### config.mk
export PLATFORM = sky130hd
export DESIGN_NAME = job_loader
export DESIGN_NICKNAME = d
export VERILOG_FILES = /design/src/rtl/job_loader.sv
export SDC_FILE = /design/constraint.sdc
export NUM_CORES = 1
export LEC_CHECK = 0
export BUFFER_PORTS_ARGS = -buffer_cell sky130_fd_sc_hd__buf_2
export CORE_MARGIN = 4
export CORE_UTILIZATION = 50
export DETAILED_ROUTE_END_ITERATION = 7
export PLACE_DENSITY_LB_ADDON = 0.25
export SLEW_MARGIN = 20
export SYNTH_ARGS = -nofsm -noshare
export SYNTH_HDL_FRONTEND = slang
export SYNTH_SLANG_ARGS = --single-unit
### constraint.sdc
create_clock -name clk -period 4.5 [get_ports clk]
set_clock_uncertainty 0.15 [all_clocks]
set_input_delay 0.9 -clock clk [delete_from_list [all_inputs] [get_ports clk]]
set_output_delay 0.9 -clock clk [all_outputs]
set_load 0.03 [all_outputs]
### src/rtl/job_loader.sv
// job_loader: front-end for the three-lane nonce-search system.
//
// Takes a mining job as a byte stream (NBYTES block bytes, first byte is the
// MSB, then one target byte), holds the search system in reset while loading
// and for two flush cycles afterwards, releases it, and waits for either the
// search to finish or an optional run-cycle timeout. The result is offered on
// a valid/ready port. Every output comes straight from a flop.
//
// Ports:
//   clk, reset          rising-edge clock, synchronous active-high reset
//   byte_in/valid/ready job stream input (valid/ready handshake)
//   abort               single-cycle cancel of the current job
//   data_out/target_out assembled block and target for the search system
//   sys_reset           synchronous reset driven into the search system
//   finished, nonce_in  completion flag and nonce from the search system
//   result_*            result port: nonce (0 on timeout) and timeout flag
//   busy                high while arming or running

module job_loader #(
  parameter int BYTE_W      = 8,   // width of one stream element
  parameter int NBYTES      = 12,  // block bytes per job
  parameter int TO_W        = 24,  // run-cycle counter width
  parameter int TIMEOUT_MAX = 0    // run cycles before giving up, 0 = never
) (
  input  logic                     clk,
  input  logic                     reset,
  input  logic [BYTE_W-1:0]        byte_in,
  input  logic                     byte_valid,
  output logic                     byte_ready,
  input  logic                     abort,
  output logic [BYTE_W*NBYTES-1:0] data_out,
  output logic [7:0]               target_out,
  output logic                     sys_reset,
  input  logic                     finished,
  input  logic [31:0]              nonce_in,
  output logic                     result_valid,
  input  logic                     result_ready,
  output logic [31:0]              result_nonce,
  output logic                     result_timeout,
  output logic                     busy
);

  localparam int DATA_W = BYTE_W * NBYTES;
  localparam int CNT_W  = $clog2(NBYTES + 1);
  // Last run cycle before the timeout fires; only meaningful when enabled.
  localparam logic [TO_W-1:0] TO_LAST = TO_W'(TIMEOUT_MAX - 1);

  typedef enum logic [1:0] {LOAD, ARM, RUN, DONE} state_t;

  state_t            state_q, state_d;
  logic [CNT_W-1:0]  byte_cnt_q, byte_cnt_d;
  // Shared between ARM (flush length) and RUN (timeout); cleared on each entry.
  logic [TO_W-1:0]   run_cnt_q, run_cnt_d;
  logic [DATA_W-1:0] data_q, data_d;
  logic [7:0]        target_q, target_d;
  logic              byte_ready_q, byte_ready_d;
  logic              sys_reset_q, sys_reset_d;
  logic              result_valid_q, result_valid_d;
  logic [31:0]       result_nonce_q, result_nonce_d;
  logic              result_timeout_q, result_timeout_d;
  logic              busy_q, busy_d;

  always_comb begin
    // NOTE: every signal gets its hold value first, so no path through the
    // case below can leave one unassigned and infer a latch.
    state_d          = state_q;
    byte_cnt_d       = byte_cnt_q;
    run_cnt_d        = run_cnt_q;
    data_d           = data_q;
    target_d         = target_q;
    result_valid_d   = result_valid_q;
    result_nonce_d   = result_nonce_q;
    result_timeout_d = result_timeout_q;

    unique case (state_q)
      LOAD: begin
        if (abort) begin
          // Restart the job; a byte offered in the same cycle is dropped.
          byte_cnt_d = '0;
        end else if (byte_valid && byte_ready_q) begin
          if (byte_cnt_q == CNT_W'(NBYTES)) begin
            target_d   = 8'(byte_in);
            byte_cnt_d = '0;
            run_cnt_d  = '0;
            state_d    = ARM;
          end else begin
            // Byte k lands in slot NBYTES-1-k, so the first byte is the MSB.
            for (int k = 0; k < NBYTES; k++) begin
              if (byte_cnt_q == CNT_W'(k)) begin
                data_d[(NBYTES-k)*BYTE_W-1 -: BYTE_W] = byte_in;
              end
            end
            byte_cnt_d = byte_cnt_q + CNT_W'(1);
          end
        end
      end

      ARM: begin
        // Two cycles of sys_reset flush the search pipelines.
        if (abort) begin
          run_cnt_d = '0;
          state_d   = LOAD;
        end else if (run_cnt_q == TO_W'(1)) begin
          run_cnt_d = '0;
          state_d   = RUN;
        end else begin
          run_cnt_d = run_cnt_q + TO_W'(1);
        end
      end

      RUN: begin
        // Priority: abort, then finished, then timeout.
        if (abort) begin
          run_cnt_d = '0;
          state_d   = LOAD;
        end else if (finished) begin
          result_valid_d   = 1'b1;
          result_nonce_d   = nonce_in;
          result_timeout_d = 1'b0;
          state_d          = DONE;
        end else if (TIMEOUT_MAX != 0 && run_cnt_q == TO_LAST) begin
          result_valid_d   = 1'b1;
          result_nonce_d   = '0;
          result_timeout_d = 1'b1;
          state_d          = DONE;
        end else if (run_cnt_q != '1) begin
          run_cnt_d = run_cnt_q + TO_W'(1);
        end
      end

      DONE: begin
        // result_valid_q is always set here; abort and finished are ignored.
        if (result_ready) begin
          result_valid_d = 1'b0;
          state_d        = LOAD;
        end
      end
    endcase

    // Status outputs are decoded from the next state so they line up with it.
    byte_ready_d = (state_d == LOAD);
    sys_reset_d  = (state_d != RUN);
    busy_d       = (state_d == ARM) || (state_d == RUN);
  end

  always_ff @(posedge clk) begin
    // NOTE: state uses non-blocking assignments so every flop samples the
    // pre-edge values regardless of statement order.
    if (reset) begin
      state_q          <= LOAD;
      byte_cnt_q       <= '0;
      run_cnt_q        <= '0;
      data_q           <= '0;
      target_q         <= '0;
      byte_ready_q     <= 1'b0;
      sys_reset_q      <= 1'b1;
      result_valid_q   <= 1'b0;
      result_nonce_q   <= '0;
      result_timeout_q <= 1'b0;
      busy_q           <= 1'b0;
    end else begin
      state_q          <= state_d;
      byte_cnt_q       <= byte_cnt_d;
      run_cnt_q        <= run_cnt_d;
      data_q           <= data_d;
      target_q         <= target_d;
      byte_ready_q     <= byte_ready_d;
      sys_reset_q      <= sys_reset_d;
      result_valid_q   <= result_valid_d;
      result_nonce_q   <= result_nonce_d;
      result_timeout_q <= result_timeout_d;
      busy_q           <= busy_d;
    end
  end

  assign byte_ready     = byte_ready_q;
  assign data_out       = data_q;
  assign target_out     = target_q;
  assign sys_reset      = sys_reset_q;
  assign result_valid   = result_valid_q;
  assign result_nonce   = result_nonce_q;
  assign result_timeout = result_timeout_q;
  assign busy           = busy_q;

endmodule

==> results_dict.tcl, run 1 <==
set metrics [dict create \
    initial_cell_density_of_the_core_pct 51.0 \
    critical_path.startpoint_type "register" \
    nets_finish 1047 \
    floorplan.die_area_sq_mm 0.0154 \
    viasPerCell 5.30 \
    chipHeight_um 124 \
    clock_tree_from_tritoncts "built" \
    postSynthNetCount 893 \
    drc 0 \
    ys_seq_area_share_pct 50.4 \
    critical_path_peak_fanout 22 \
    postCtsSetupBuffers 0 \
    io_buffer_count 185 \
    synth_edf_count 0 \
    grtUsageTotal_pct 22.3 \
    ys_ff_latch 170 \
    commonest_cells_after_routing_fill_and_taps_aside "sky130_fd_sc_hd__nand2_1, sky130_fd_sc_hd__buf_2, sky130_fd_sc_hd__dfxtp_1" \
    achievable-frequency_mhz 340 \
    ctsResizeCount 0 \
    post_drt_wl_per_cell_um 14.8 \
    timing.rr.end "run_cnt_q[22]" \
    worstHoldStart "data_out[92]" \
    critPathRequiredTime_ns 4.65 \
    power.internal_w 0.00253 \
    end_kind "register" \
    outcome "finished clean" \
    drt_pass1_iterations 4 \
    post-place-cells 1148 \
    n_antenna_cell 0 \
    setup_violations 0 \
    postRouteAntennaNets 0 \
    final.fill_count 1232 \
    critPathSlowestCell "sky130_fd_sc_hd__or4b_1" \
    totalNegativeSetupSlack_ns 0 \
    ys_types 53 \
    reg2reg_setup_slack_ns 1.56 \
    gr-total-overflow 0 \
    critical_path_arrival_ns 3.09 \
    synth-async-reset-ratio_pct 0 \
    critical_path.max_stage_delay_ns 0.69 \
    hold-path-cell-count 2 \
    cts.reportedPaths.clkPinSlew_ns 0.07 \
    cts.root.buffer_cell "sky130_fd_sc_hd__clkbuf_16" \
    p_sw_share_pct 27.6 \
    leading_register_cell_type_out_of_synthesis "sky130_fd_sc_hd__dfxtp_1" \
    finalNonFillerCells 1180 \
    final_period_minus_worst_setup_slack_ns 2.94 \
    grt_start_max_net_pins 61 \
    cts_hold_buffers 0 \
    slew_headroom_pct 46.1 \
    numClockSinks 170 \
    hold_path.class "reg2reg" \
    dpl_cell_area_sq_mm 0.00773 \
    timing_max_transition_violations_final 0 \
    seq_power_share_pct 45.4 \
    irDropWorstVdd_mv 0.333 \
    total_switching_power_w 0.000966 \
    path_buf_inv 1 \
    design.portCount 187 \
    hpwlAfterDp_mm 11.8 \
    path_cells "inv_1 > ha_1 > and3_2 > a21oi_1 > or4b_1 > nor3_2 > xnor2_1 > nor2_2" \
    hold_violations 0 \
    via_count_of_the_first_global_routing_pass 5377 \
    syn_inst 837 \
    insertion_delay_ns 0.42 \
    post_synthesis_instance_area_sq_mm 0.00675 \
    layout.area.seq_sq_mm 0.00340 \
    postLayoutCellArea_sq_mm 0.00831 \
    antenna_found_initial 0 \
    vias 6256 \
    area_delta_synth_final_pct 23.2 \
    cp_top_family "simple AND/OR/NAND/NOR gates" \
    number_of_warnings_printed_during_yosys_synthesis 0 \
    powerDensity_mw_per_mm2 421 \
    placement_rows 42 \
    comb_power_share_pct 13.5 \
    worst-slew-pin-transition_ns 0.808 \
    crit-reg2reg-launch "byte_cnt_q[0]" \
    post-route-period-util_pct 65.3 \
    area_of_combinational_cells_with_multiple_inputs_sq_mm 0.00307 \
    cap_violations 0 \
    drt_iter0_drc 465 \
    grt_first_pass_wirelength_mm 26.9 \
    floorplan.die.width_um 124 \
    synth.avg_cell_area_sq_um 8.06 \
    grt_setup_unrepaired "no" \
    clock_tree.buffer_depth 2 \
    sink_of_the_worst_hold_path "data_out[92]" \
    wl_mm 17.5 \
    finalWeightedCongestion 0.825 \
    numCtsBuffers 17 \
    criticalPathCategory "reg2reg" \
    power.static_leakage_nw 3.37 \
    ctsHtreeMaxLevel 4 \
    reg2regPathDepth 8 \
    mostFrequentLayoutCell "sky130_fd_sc_hd__nand2_1" \
    core_region_area_sq_mm 0.0132 \
    share_clk_of_total_power_pct 41.1 \
    fraction_of_final_layout_cells_with_drive_strength_greater_than_1_pct 24.6 \
]
-- worst max-delay path by stage --
stage / start / end / depth (start not counted)
4_1_cts: byte_cnt_q[0] / run_cnt_q[22] / 8
5_1_grt: state_q[0] / data_out[1] / 7
3_3_place_gp: abort / data_out[20] / 6
2_1_floorplan: abort / data_out[90] / 7
3_5_place_dp: abort / data_out[2] / 6
6_report: byte_cnt_q[0] / run_cnt_q[22] / 8
-- cell type report --
cell class / instances / share of cell area (%)
inverters: 11 / 0.497
flip-flops and latches: 170 / 40.9
clock buffers: 18 / 5.28
repair buffers: 194 / 12.0
well taps: 176 / 2.65
clock inverters: 14 / 1.78
multi-input cells: 597 / 36.9
-- per-stage QoR --
stage          hold slack [ns]  power [W]  util, %  setup slack (ns)
2_1_floorplan            0.334    0.00197        -              2.00
3_3_place_gp             0.289    0.00209     58.4              1.41
3_5_place_dp             0.293    0.00209     58.4              1.32
4_1_cts                  0.302    0.00352     62.8              1.58
5_1_grt                  0.318    0.00364     62.8              1.37
6_report                 0.301    0.00350     62.8              1.56
-- routing by layer --
layer	wire, um	up-vias	global-route usage [%]	share of wire, %
met1	7580	2892	29.7	43
met5	0	-	0	0
li1	-	3119	-	-
met4	376	0	8.15	2.1
met3	1180	28	5.27	6.8
met2	8360	217	35.3	48
-- worst reg2reg max path: cells and delay by family (launching register included) --
kind,cells,cell delay [ns]
AO/OA/AOI/OAI,1,0.12
XOR/XNOR,1,0.16
adder cells (fa/ha/maj),1,0.67
buffers and inverters,1,0.10
flip-flops,1,0.36
AND/OR/NAND/NOR,4,1.27
-- power groups by stage --
| stage | clock network (W) | logic, W | registers (W) |
|---|---|---|---|
| after global routing | 0.00152 | 0.000525 | 0.00159 |
| after CTS | 0.00146 | 0.000475 | 0.00159 |
| final | 0.00144 | 0.000473 | 0.00159 |
| after detailed placement | 0 | 0.000473 | 0.00162 |
| after global placement | 0 | 0.000470 | 0.00162 |
| after floorplan | 0 | 0.000293 | 0.00167 |
-- state kept, by name, indices dropped and copies added (netlist names) --
register	count
result_nonce	32
data_out	96
byte_cnt_q	4
target_out	8
state_q	2
byte_ready	1
sys_reset	1
result_valid	1
run_cnt_q	24
busy	1
-- kinds of logic (layout without fill, tap and decap cells) --
kind of cell	count (synthesis)	in the layout	synth area share, %
compound gates	157	157	12.3
buf+inv	70	237	4.41
fa+ha+maj	10	10	1.85
xor+xnor	21	21	2.72
mux	8	8	1.19
other cells	1	1	0.0556
flops	170	170	50.4
simple gates	400	400	27.1
-- cells in the mapped netlist (all sizes together) (2+ instances only) --
master | count | area, sq um
mux2i | 8 | 80.1
dfxtp | 170 | 3400
and2 | 5 | 31.3
nand3 | 70 | 350
o21ai | 10 | 50.0
a211oi | 2 | 20.0
xor2 | 14 | 123
or4 | 2 | 15.0
nor3 | 12 | 86.3
nand3b | 2 | 15.0
nor2 | 51 | 199
and3 | 4 | 27.5
nand2 | 218 | 818
nor3b | 4 | 40.0
nand4 | 16 | 106
nor4 | 7 | 58.8
clkbuf | 45 | 179
a21oi | 137 | 686
inv | 11 | 41.3
a211o | 2 | 18.8
buf | 14 | 77.6
and4 | 2 | 18.8
xnor2 | 7 | 61.3
ha | 10 | 125
No activity file was read; power rests on OpenSTA's default activity.
==> inputs of run 2 (changes only) <==
--- a/config.mk
+++ b/config.mk
@@ -5,6 +5,7 @@
 export SDC_FILE = /design/constraint.sdc
 export NUM_CORES = 1
 export LEC_CHECK = 0
+export ABC_AREA = 1
 export BUFFER_PORTS_ARGS = -buffer_cell sky130_fd_sc_hd__buf_2
 export CORE_MARGIN = 4
 export CORE_UTILIZATION = 50
==> constraint.sdc (replaced) <==
create_clock -name clk -period 2.8 [get_ports clk]
set_clock_uncertainty 0.15 [all_clocks]
set_input_delay 0.56 -clock clk [delete_from_list [all_inputs] [get_ports clk]]
set_output_delay 0.56 -clock clk [all_outputs]
set_load 0.03 [all_outputs]
==> run 2 against run 1 <==
Effect of this change:
- critical path depth increased by 3
- die area increased by 3.2%
- non-clock buffer count rose by 12
- synthesized cell count is 16% higher
- final cell count rose by 14%
- routed wire length rose by 11%
- register-to-register slack worse by 0.98 ns
- hold slack worse by 0.076 ns
- fmax is 32% higher
- design area increased by 4.6%
- via count rose by 9.2%
- global-route usage rose by 1.7 points
- largest cell class unchanged
==> results_dict.tcl, run 2 <==
set metrics [dict create \
    io_buffer_count 185 \
    post_route_worst_setup_slack_ns 0.579 \
    n_antenna_cell 0 \
    nets_finish 1215 \
    ys_types 35 \
    postCtsSetupBuffers 0 \
    area_of_combinational_cells_with_multiple_inputs_sq_mm 0.00309 \
    cts_hold_buffers 0 \
    wl_mm 19.5 \
    postRouteAntennaNets 0 \
    cap_violations 0 \
    layout.area.seq_sq_mm 0.00340 \
    ys_seq_area_share_pct 48.8 \
    insertion_delay_ns 0.43 \
    floorplan.die_area_sq_mm 0.0159 \
    post_drt_wl_per_cell_um 14.5 \
    drt_iter0_drc 498 \
    number_of_warnings_printed_during_yosys_synthesis 0 \
    via_count_of_the_first_global_routing_pass 6354 \
    post_synth_main_area_contributors "sky130_fd_sc_hd__dfxtp_1, sky130_fd_sc_hd__nor2_1, sky130_fd_sc_hd__o21ai_0" \
    synth.top_cell.area_share_pct 48.8 \
    ctsHtreeMaxLevel 4 \
    hpwlAfterDp_mm 13.5 \
    numCtsBuffers 17 \
    grt_first_pass_wirelength_mm 31.4 \
    timing_max_transition_violations_final 0 \
    floorplan.die.width_um 126 \
    ctsResizeCount 0 \
    finalWeightedCongestion 0.854 \
    synth_edf_count 0 \
    irDropWorstVdd_mv 0.410 \
    grtUsageTotal_pct 24.0 \
    area_delta_synth_final_pct 24.6 \
    worst-slew-pin-transition_ns 0.575 \
    clock_tree.buffer_depth 2 \
    clock_tree_from_tritoncts "built" \
    initial_cell_density_of_the_core_pct 51.9 \
    design.portCount 187 \
    slew_headroom_pct 61.6 \
    hold_violations 0 \
    leading_register_cell_type_out_of_synthesis "sky130_fd_sc_hd__dfxtp_1" \
    placement_rows 42 \
    chipHeight_um 126 \
    crit-reg2reg-launch "state_q[0]" \
    critical_path.startpoint_type "register" \
    critical_path_peak_fanout 9 \
    synth_area_leader_cell "sky130_fd_sc_hd__dfxtp_1" \
    totalNegativeSetupSlack_ns 0 \
    final_period_minus_worst_setup_slack_ns 2.22 \
    drt_pass1_iterations 5 \
    max_ffs_per_register 96 \
    hold_path.class "in2reg" \
    worstHoldStart "nonce_in[9]" \
    synth.avg_cell_area_sq_um 7.16 \
    vias 6834 \
    outcome "finished clean" \
    setup_violations 0 \
    antenna_found_initial 0 \
    fraction_of_final_layout_cells_with_drive_strength_greater_than_1_pct 21.6 \
    critPathRequiredTime_ns 2.97 \
    numClockSinks 170 \
    end_kind "register" \
    cp-startpoint "state_q[0]" \
    grt_setup_unrepaired "no" \
    mostFrequentLayoutCell "sky130_fd_sc_hd__nor2_1" \
    viasPerCell 5.07 \
    postSynthNetCount 1031 \
    powerDensity_mw_per_mm2 665 \
    cts.reportedPaths.clkPinSlew_ns 0.06 \
    commonest_cells_after_routing_fill_and_taps_aside "sky130_fd_sc_hd__nor2_1, sky130_fd_sc_hd__buf_2, sky130_fd_sc_hd__dfxtp_1" \
    final.fill_count 1233 \
    synth-async-reset-ratio_pct 0 \
    ys_ff_latch 170 \
    synth_commonest_cells "sky130_fd_sc_hd__nor2_1, sky130_fd_sc_hd__dfxtp_1, sky130_fd_sc_hd__nand2_1" \
    grt_start_max_net_pins 47 \
    cts.root.buffer_cell "sky130_fd_sc_hd__clkbuf_16" \
    pre_cts_slack_ns 0.574 \
    power.static_leakage_nw 4.12 \
    post_synthesis_instance_area_sq_mm 0.00698 \
    synthMostInstantiatedCell "sky130_fd_sc_hd__nor2_1" \
    criticalPathCategory "reg2reg" \
    core_region_area_sq_mm 0.0135 \
    drc 0 \
    critical_path_arrival_ns 2.39 \
    post-route-period-util_pct 79.3 \
    gr-total-overflow 0 \
    achievable-frequency_mhz 450 \
    syn_inst 975 \
]
run 2: cell count changes after synthesis, sizes merged, moves of 8 or more:
cell    delta
mux2i      -8
nand4      -8
nand3     -21
clkbuf    -17
nor2     +247
a21oi     -90
xor2      -12
nand2     -77
inv       +61
o21ai    +106
run 2: cell type report:
| type | instances | share of cell area, % |
|---|---|---|
| Tap cell | 176 | 2.53 |
| Clock buffer | 23 | 5.73 |
| Inverter | 73 | 3.15 |
| Multi-Input combinational cell | 691 | 35.6 |
| Sequential cell | 170 | 39.1 |
| Timing Repair Buffer | 206 | 12.6 |
| Clock inverter | 9 | 1.27 |
run 2: path summary, 6_finish.rpt:
check,end,slack (ns),cells after the start
worst max-delay path,data_out[65],0.58,11
worst min-delay path,result_nonce[9],0.23,3
worst max register to register,data_out[65],0.58,11
worst min register to register,result_nonce[30],0.31,2
run 2: metal layers:
layer | routed length (um) | track usage [%] | vias to the layer above
met4 | 474 | 8.83 | 0
li1 | - | - | 3469
met2 | 9310 | 38.9 | 232
met1 | 8270 | 30.1 | 3097
met5 | 0 | 0 | -
met3 | 1470 | 7.37 | 36
run 2: logic make-up after synthesis:
family                   count (synthesis)  share of synthesized area [%]
AND/OR/NAND/NOR                        510                           29.7
adder cells (fa/ha/maj)                 10                           1.79
AO/OA/AOI/OAI                          167                           12.4
XOR/XNOR                                 3                          0.377
other                                    1                         0.0537
flip-flops                             170                           48.8
buffers and inverters                  114                           6.92
run 2: worst max-delay path, stage by stage, from the launching register on:
cell and delay, ns:
sky130_fd_sc_hd__dfxtp_1 0.34, sky130_fd_sc_hd__inv_1 0.11, sky130_fd_sc_hd__ha_1 0.24, sky130_fd_sc_hd__inv_2 0.09, sky130_fd_sc_hd__nor2_1 0.30, sky130_fd_sc_hd__inv_2 0.06, sky130_fd_sc_hd__nor2_1 0.09, sky130_fd_sc_hd__inv_1 0.13
sky130_fd_sc_hd__nor2_4 0.23, sky130_fd_sc_hd__inv_1 0.19, sky130_fd_sc_hd__nor2_1 0.13, sky130_fd_sc_hd__nor2_1 0.05
run 2: power breakdown:
group	switching (W)	leakage [nW]	total, W	internal, W
logic	0.000610	2.46	0.000852	0.000242
registers	0.0000475	1.37	0.00255	0.00250
clock network	0.000949	0.292	0.00238	0.00143
run 2: through the flow:
step / hold WS, ns / utilization [%] / total power, W / cell area, sq um / std cells
after floorplan: 0.320 / - / 0.00324 / 6980 / 975
after CTS: 0.213 / 64.6 / 0.00581 / 8690 / 1348
after global placement: 0.299 / 60.1 / 0.00343 / 8090 / 1316
after detailed placement: 0.302 / 60.1 / 0.00344 / 8090 / 1316
after global routing: 0.215 / 64.6 / 0.00601 / 8690 / 1348
final: 0.225 / 64.6 / 0.00578 / 8690 / 1348
==> inputs of run 3 (changes only) <==
==> constraint.sdc (replaced) <==
create_clock -name clk -period 2.3 [get_ports clk]
set_clock_uncertainty 0.15 [all_clocks]
set_input_delay 0.46 -clock clk [delete_from_list [all_inputs] [get_ports clk]]
set_output_delay 0.46 -clock clk [all_outputs]
set_load 0.03 [all_outputs]
==> run 3 against run 2 <==
Effect of this change:
- combinational power increased by 28%
- critical endpoint is now run_cnt_q[9]
- die area unchanged
- non-clock buffer count is 1 higher
- design area is essentially flat
- largest power group unchanged
- critical path depth shrank 1
- sequential share of layout area hardly changed
- utilization barely moved
==> results_dict.tcl, run 3 (synthesized netlist as in run 2, its figures left out) <==
set metrics [dict create \
    outcome "finished clean" \
    path_cells "ha_1 > nand3_1 > nor2_2 > nand3_1 > nor2_1 > nand2_1 > nand2_2 > o21ai_0 > nand3_1 > nor2_1" \
    cp_top_family "simple AND/OR/NAND/NOR gates" \
    pre_cts_slack_ns 0.156 \
    critical_path.max_stage_delay_ns 0.40 \
    cts.reportedPaths.clkPinSlew_ns 0.07 \
    gr-total-overflow 0 \
    achievable-frequency_mhz 471 \
    ctsHtreeMaxLevel 4 \
    vias 6808 \
    critPathSlowestCell "sky130_fd_sc_hd__dfxtp_1" \
    timing_max_transition_violations_final 0 \
    clock_tree_from_tritoncts "built" \
    post_route_worst_setup_slack_ns 0.176 \
    area_delta_synth_final_pct 24.5 \
    final.fill_count 1263 \
    fin_worst_hold_slack_ns 0.133 \
    grtUsageTotal_pct 23.9 \
    initial_cell_density_of_the_core_pct 51.9 \
    grt_first_pass_wirelength_mm 31.7 \
    hold_path.class "in2reg" \
    critical_path.startpoint_type "register" \
    cp_common_cell "sky130_fd_sc_hd__nand3_1" \
    cts_hold_buffers 0 \
    postCtsSetupBuffers 0 \
    irDropWorstVdd_mv 0.563 \
    max_ffs_per_register 96 \
    setup_violations 0 \
    end_kind "register" \
    crit-reg2reg-launch "run_cnt_q[0]" \
    grt_util_met1_pct 30.7 \
    sink_of_the_worst_hold_path "result_nonce[3]" \
    critical_path_arrival_ns 2.28 \
    timing.rr.end "run_cnt_q[9]" \
    grt_start_max_net_pins 115 \
    post-route-period-util_pct 92.4 \
    ctsResizeCount 0 \
    drc 0 \
    nets_finish 1216 \
    insertion_delay_ns 0.42 \
    worstHoldStart "nonce_in[3]" \
    critical_path_cell_count 10 \
    totalNegativeSetupSlack_ns 0 \
    reg2regPathDepth 10 \
    power.static_leakage_nw 4.10 \
    postRouteAntennaNets 0 \
    grt_use_met2_pct 38.9 \
    io_buffer_count 185 \
    critical_path_peak_fanout 12 \
    drt_iter0_drc 548 \
    viasPerCell 5.05 \
    commonest_cells_after_routing_fill_and_taps_aside "sky130_fd_sc_hd__nor2_1, sky130_fd_sc_hd__buf_2, sky130_fd_sc_hd__dfxtp_1" \
    wl_mm 19.3 \
    fin_util_pct 64.6 \
    groute.layer.met3.usage_pct 6.94 \
    mostFrequentLayoutCell "sky130_fd_sc_hd__nor2_1" \
    floorplan.die.width_um 126 \
    hold_violations 0 \
    grt.busiest_layer "met2" \
    cap_violations 0 \
    design.portCount 187 \
    finalWeightedCongestion 0.928 \
    chipHeight_um 126 \
    placement_rows 42 \
    fraction_of_final_layout_cells_with_drive_strength_greater_than_1_pct 21.5 \
    hold-path-cell-count 3 \
    grt_setup_unrepaired "no" \
    n_antenna_cell 0 \
    numClockSinks 170 \
    numCtsBuffers 17 \
    via_count_of_the_first_global_routing_pass 6398 \
    core_region_area_sq_mm 0.0135 \
    drt_pass1_iterations 5 \
    antenna_found_initial 0 \
    post_drt_wl_per_cell_um 14.3 \
    clock_tree.buffer_depth 2 \
    critPathRequiredTime_ns 2.45 \
    criticalPathCategory "reg2reg" \
    path_buf_inv 0 \
    cts.root.buffer_cell "sky130_fd_sc_hd__clkbuf_16" \
    power.total_w 0.00698 \
    hpwlAfterDp_mm 13.1 \
    floorplan.die_area_sq_mm 0.0159 \
    final_period_minus_worst_setup_slack_ns 2.12 \
    reg2reg_setup_slack_ns 0.18 \
    powerDensity_mw_per_mm2 803 \
]
## run 3: changes by cell type in the layout (fill, tap and decap cells not counted), sizes merged
cell,change
buf,+1
clkinvlp,+1
clkinv,-1
## run 3: cell type report
| cell class | instances | area [sq um] | area share (%) |
|---|---|---|---|
| clock buffers | 23 | 458 | 5.27 |
| repair buffers | 207 | 1100 | 12.7 |
| well taps | 176 | 220 | 2.53 |
| clock inverters | 9 | 116 | 1.34 |
| multi-input cells | 691 | 3110 | 35.8 |
| flip-flops and latches | 170 | 3400 | 39.2 |
| inverters | 73 | 274 | 3.15 |
## run 3: worst min-delay path: cells and delay by family
family | cells | cell delay [ns]
compound gates | 1 | 0.05
simple gates | 1 | 0.05
buf+inv | 1 | 0.09
## run 3: worst max path at each step
stage / start / end
global placement: state_q[0] / data_out[70]
detailed placement: state_q[0] / data_out[70]
finish: run_cnt_q[0] / run_cnt_q[9]
floorplan: state_q[0] / data_out[40]
CTS: state_q[0] / data_out[71]
global route: byte_cnt_q[0] / sys_reset
## run 3: report_power, final
part / total (W) / switching [W] / internal [W] / leakage (nW)
clock network: 0.00279 / 0.00115 / 0.00164 / 0.264
registers: 0.00310 / 0.0000561 / 0.00304 / 1.37
logic: 0.00109 / 0.000769 / 0.000324 / 2.46
total: 0.00698 / 0.00197 / 0.00500 / 4.10
## run 3: metal layers
| layer | wire, um | vias to the layer above |
|---|---|---|
| met5 | 0 | - |
| met1 | 8410 | 3089 |
| met2 | 9220 | 225 |
| met3 | 1320 | 32 |
| met4 | 362 | 0 |
| li1 | - | 3462 |
## run 3: through the flow
| step | cell area [sq um] | cells |
|---|---|---|
| finish | 8690 | 1349 |
| global placement | 8090 | 1317 |
| global route | 8690 | 1349 |
| detailed placement | 8090 | 1317 |
| CTS | 8670 | 1349 |
| floorplan | 6980 | 975 |
